[src/rtl/srl_serial_if.sv]
`default_nettype none
// ============================================================================
// Module   : srl_serial_if
// Brief    : Start/operand/result bundle between the controller and srl_serial.
// Revision : 1.0 - initial release
// ============================================================================
interface srl_serial_if #(
   parameter int WIDTH   = 32,
   parameter int SHAMT_W = 5
);
   logic               start_i;
   logic [WIDTH-1:0]   entrada_i;
   logic [SHAMT_W-1:0] shamt_i;
   logic               arith_i;
   logic [WIDTH-1:0]   salida_o;
   logic               busy_o;
   logic               done_o;

   modport master (
      output start_i, entrada_i, shamt_i, arith_i,
      input  salida_o, busy_o, done_o
   );

   modport slave (
      input  start_i, entrada_i, shamt_i, arith_i,
      output salida_o, busy_o, done_o
   );
endinterface
`default_nettype wire

[src/rtl/srl_serial.sv]
`default_nettype none
// ============================================================================
// Module   : srl_serial
// Brief    : Multi-cycle SRL/SRA shifter, one bit per clock behind start/busy/done.
//            Define SRL_SERIAL_STEP4_EN to shift by 4 while at least 4 remain.
// Revision : 1.0 - initial release
// ============================================================================
module srl_serial #(
   parameter int WIDTH   = 32,
   parameter int SHAMT_W = 5
) (
   input  wire logic clk_i,
   input  wire logic rst_i,
   srl_serial_if.slave bus
);
   localparam logic [1:0] c_idle  = 2'd0;
   localparam logic [1:0] c_shift = 2'd1;
   localparam logic [1:0] c_done  = 2'd2;

   localparam logic [SHAMT_W:0] c_last = (SHAMT_W + 1)'(WIDTH - 1);

   logic [1:0]         r_state;
   logic [WIDTH-1:0]   r_reg;
   logic [WIDTH-1:0]   r_salida;
   logic [SHAMT_W-1:0] r_count;
   logic               r_fill;

   logic [SHAMT_W-1:0] w_shamt_sat;
   logic               w_fill_in;
   logic [WIDTH-1:0]   w_shift;
   logic [SHAMT_W-1:0] w_count_nxt;
   logic               w_last;

   // Oversized amounts clamp to the widest meaningful shift.
   assign w_shamt_sat = ({1'b0, bus.shamt_i} > c_last) ? c_last[SHAMT_W-1:0] : bus.shamt_i;
   assign w_fill_in   = bus.arith_i & bus.entrada_i[WIDTH-1];

   always_comb begin
      w_shift     = {r_fill, r_reg[WIDTH-1:1]};
      w_count_nxt = r_count - SHAMT_W'(1);
      w_last      = (r_count == SHAMT_W'(1));
`ifdef SRL_SERIAL_STEP4_EN
      if (r_count >= SHAMT_W'(4)) begin
         w_shift     = {{4{r_fill}}, r_reg[WIDTH-1:4]};
         w_count_nxt = r_count - SHAMT_W'(4);
         w_last      = (r_count == SHAMT_W'(4));
      end
`endif
   end

   always_ff @(posedge clk_i or posedge rst_i) begin
      if (rst_i) begin
         r_state  <= c_idle;
         r_reg    <= '0;
         r_salida <= '0;
         r_count  <= '0;
         r_fill   <= 1'b0;
      end else begin
         case (r_state)
            c_idle: begin
               if (bus.start_i) begin
                  r_reg   <= bus.entrada_i;
                  r_count <= w_shamt_sat;
                  r_fill  <= w_fill_in;
                  // A zero shift completes straight away with the operand itself.
                  if (w_shamt_sat == '0) begin
                     r_salida <= bus.entrada_i;
                     r_state  <= c_done;
                  end else begin
                     r_state  <= c_shift;
                  end
               end
            end
            c_shift: begin
               r_reg   <= w_shift;
               r_count <= w_count_nxt;
               if (w_last) begin
                  r_salida <= w_shift;
                  r_state  <= c_done;
               end
            end
            c_done:  r_state <= c_idle;
            default: r_state <= c_idle;
         endcase
      end
   end

   assign bus.salida_o = r_salida;
   assign bus.busy_o   = (r_state == c_shift);
   assign bus.done_o   = (r_state == c_done);
endmodule
`default_nettype wire
[src/flat_wrapper.sv]
// flat-port wrapper written by rule: the top's interface ports become plain ports
module srl_serial_flat 
#(
   parameter int WIDTH   = 32,
   parameter int SHAMT_W = 5
)
  (clk_i, rst_i, bus_start_i, bus_entrada_i, bus_shamt_i, bus_arith_i, bus_salida_o, bus_busy_o, bus_done_o);
  srl_serial_if #(.WIDTH(WIDTH), .SHAMT_W(SHAMT_W)) bus_i ();
  input  wire logic clk_i;
  input  wire logic rst_i;
  input wire logic [$bits(bus_i.start_i)-1:0] bus_start_i;
  input wire logic [$bits(bus_i.entrada_i)-1:0] bus_entrada_i;
  input wire logic [$bits(bus_i.shamt_i)-1:0] bus_shamt_i;
  input wire logic [$bits(bus_i.arith_i)-1:0] bus_arith_i;
  output wire logic [$bits(bus_i.salida_o)-1:0] bus_salida_o;
  output wire logic [$bits(bus_i.busy_o)-1:0] bus_busy_o;
  output wire logic [$bits(bus_i.done_o)-1:0] bus_done_o;
  assign bus_i.start_i = bus_start_i;
  assign bus_i.entrada_i = bus_entrada_i;
  assign bus_i.shamt_i = bus_shamt_i;
  assign bus_i.arith_i = bus_arith_i;
  assign bus_salida_o = bus_i.salida_o;
  assign bus_busy_o = bus_i.busy_o;
  assign bus_done_o = bus_i.done_o;
  srl_serial #(.WIDTH(WIDTH), .SHAMT_W(SHAMT_W)) u_core (.clk_i(clk_i), .rst_i(rst_i), .bus(bus_i));
endmodule
[config.mk]
export PLATFORM = sky130hd
export DESIGN_NAME = srl_serial_flat
export DESIGN_NICKNAME = d
export VERILOG_FILES = /design/src/rtl/srl_serial_if.sv /design/src/rtl/srl_serial.sv /design/src/flat_wrapper.sv
export SDC_FILE = /design/constraint.sdc
export NUM_CORES = 1
export LEC_CHECK = 0
export CAP_MARGIN = 15
export CORE_ASPECT_RATIO = 0.6
export CORE_MARGIN = 2
export CORE_UTILIZATION = 50
export DETAILED_ROUTE_END_ITERATION = 16
export PLACE_DENSITY = 0.8
export SLEW_MARGIN = 20
export SYNTH_ARGS = -nofsm -noshare
export SYNTH_HDL_FRONTEND = slang
export SYNTH_SLANG_ARGS = --single-unit
[constraint.sdc]
create_clock -name clk_i -period 2.57 [get_ports clk_i]
set_input_delay 0.257 -clock clk_i [delete_from_list [all_inputs] [get_ports clk_i]]
set_output_delay 0.257 -clock clk_i [all_outputs]
set_load 0.01 [all_outputs]
==> results.json <==
{
  "status": "finished, final reports clean",
  "leakage_nw": 1.93,
  "critPathArrivalTime_ns": 1.86,
  "r2r_end": "u_core.bus.salida_o[12]",
  "syn_avg_cell_area_um2": 10.9,
  "fp-row-count": 22,
  "vias": 2278,
  "holdBufCountCts": 0,
  "yosysTopAreaCell": "dfrtp_1",
  "fin_skew_ns": 0.00910,
  "fin_ws_ns": 0.448,
  "crit_path_cell_trace": "nand2b_2, inv_2, clkdlybuf4s50_1",
  "setup_viol_count_final": 0,
  "die_y_um": 65.9,
  "synth_ff_type": "dfrtp_1",
  "synth_nets": 335,
  "cpPeakStageDelay_ns": 0.64,
  "drv_slew": 0,
  "endpoint_kind": "primary output",
  "dpl_cell_area_mm2": 0.00405,
  "syn_inst": 292,
  "crit_family": "buffers and inverters",
  "place_congestion": 0.954,
  "tightest_slew_ns": 0.795,
  "die_x_um": 107,
  "drtPass1Iterations": 5,
  "ir_drop_mv": 0.650,
  "period_share_pct": 82.6,
  "drive_gt1_share_pct": 9.60,
  "ys_top_cells_by_area": "dfrtp_1 (56%), mux2i_1 (18%), nand2_1 (5.1%), o21ai_0 (5.0%), inv_1 (4.0%)",
  "cp_data_required_time_ns": 2.31,
  "finish.utilization_pct": 69.3,
  "critPathLaunchType": "register",
  "r2r_cells": 5,
  "htreeDepth": 3,
  "hold_class": "input port to async pin",
  "diodes": 0,
  "async_flop_share_pct": 100,
  "syn2layout_area_growth_pct": 33.3,
  "setup-tns-final_ns": 0,
  "core_area_mm2": 0.00614,
  "fmaxAchievable_mhz": 471,
  "drtIter0Drc": 79,
  "timing.hold.ws_ns": 0.376,
  "cp_max_fo": 12,
  "synth_edf_count": 0,
  "nets": 413,
  "syn_area_mm2": 0.00319,
  "ant_nets": 0,
  "vias_per_cell": 4.96,
  "slew_headroom_pct": 46.9,
  "crit_buf_inv": 2,
  "clkLatencyLatePin_ns": 0.35,
  "cap_violations": 0,
  "synth_seq_area_share_pct": 55.7,
  "wirelength_mm": 6.90,
  "initial_core_util_pct": 52.0,
  "grt_first_pass_wirelength_mm": 11.4,
  "grt_pass1_vias": 2308,
  "final_cells": 459,
  "power_mw": 5.46,
  "synth_commonest_cells": "dfrtp_1 (71), mux2i_1 (58), nand2_1 (43)",
  "antenna_found_initial": 0,
  "portBuffers": 74,
  "rsz0062_at_grt": "false",
  "crit_slowest_cell": "dfrtp_1",
  "ctsResizeCount": 0,
  "clk_pin_slew_ns": 0.08,
  "route.detailed.drc": 0,
  "post_cts_buffers": 0,
  "critPathKind": "register to primary output",
  "largest_register_ffs": 32,
  "power_density_mw_per_mm2": 1280,
  "yosys.cell_types.count": 29,
  "synth.ff_latch_count": 71,
  "wl_per_cell_um": 15.0,
  "numCtsBuffers": 9,
  "cts-root-buf": "clkbuf_8",
  "io_pins": 75,
  "yosys_warnings": 0,
  "reg2reg_from": "u_core.r_state[0]",
  "min_period_ns": 2.12,
  "synth_top_area_share_pct": 55.7,
  "dpl.hpwl_mm": 4.80,
  "synth_most_common_cell": "dfrtp_1",
  "cts_buffer_depth": 2,
  "finalInstanceArea_mm2": 0.00425,
  "dp.cells": 443,
  "cts.sinks": 71,
  "grt_usage_pct": 21.3,
  "pre_cts_slack_ns": 0.392,
  "die-area_mm2": 0.00706,
  "hold_violations": 0,
  "worst-r2r-setup-slack_ns": 0.63,
  "tritoncts": "done",
  "gr-total-overflow": 0,
  "grt_start_max_net_pins": 65
}
## cell families after synthesis
logic type | share of synthesized area [%]
flops | 55.7
mux | 20.0
simple gates | 7.65
compound gates | 9.02
buf+inv | 6.90
fa+ha+maj | 0.784
## layout make-up
| cell class | count | area [µm²] |
|---|---|---|
| clock buffer | 10 | 138 |
| clock inverter | 6 | 67.6 |
| fill | 477 | 1890 |
| inverter | 35 | 131 |
| multi-input combinational | 171 | 1210 |
| sequential | 71 | 1780 |
| tap | 84 | 105 |
| timing repair buffer | 82 | 826 |
## metal layers
| metal | global-route usage, % | wire [µm] |
|---|---|---|
| met5 | 0 | 0 |
| met4 | 4.38 | 59 |
| met3 | 6.80 | 477 |
| met2 | 30.4 | 2800 |
| met1 | 31.9 | 3570 |
## how the worst max path moves through the flow
stage / from / to / slack (ns) / cells past startpoint
2_1_floorplan: rst_i / u_core.bus.salida_o[0] / 0.52 / 1
3_3_place_gp: bus_start_i / u_core.bus.salida_o[14] / 0.47 / 6
3_5_place_dp: bus_start_i / u_core.bus.salida_o[12] / 0.39 / 6
4_1_cts: u_core.r_state[0] / bus_busy_o / 0.45 / 3
5_1_grt: u_core.r_state[0] / bus_busy_o / 0.33 / 3
6_report: u_core.r_state[0] / bus_busy_o / 0.45 / 3
## cell usage in the layout (no fill, tap or decap), types with 3 or more instances in the layout
cell	n
o22ai_1	3
inv_1	33
a21oi_1	9
nor2_1	4
mux2i_1	58
clkdlybuf4s50_1	74
dfrtp_1	71
nand2_1	43
mux2_2	5
buf_4	6
clkbuf_8	10
o21ai_0	32
## power by group
group	internal (mW)	switching, mW
registers	1.69	0.382
clock network	0.478	0.438
logic	1.26	1.21
(Power assumes the default switching activity.)
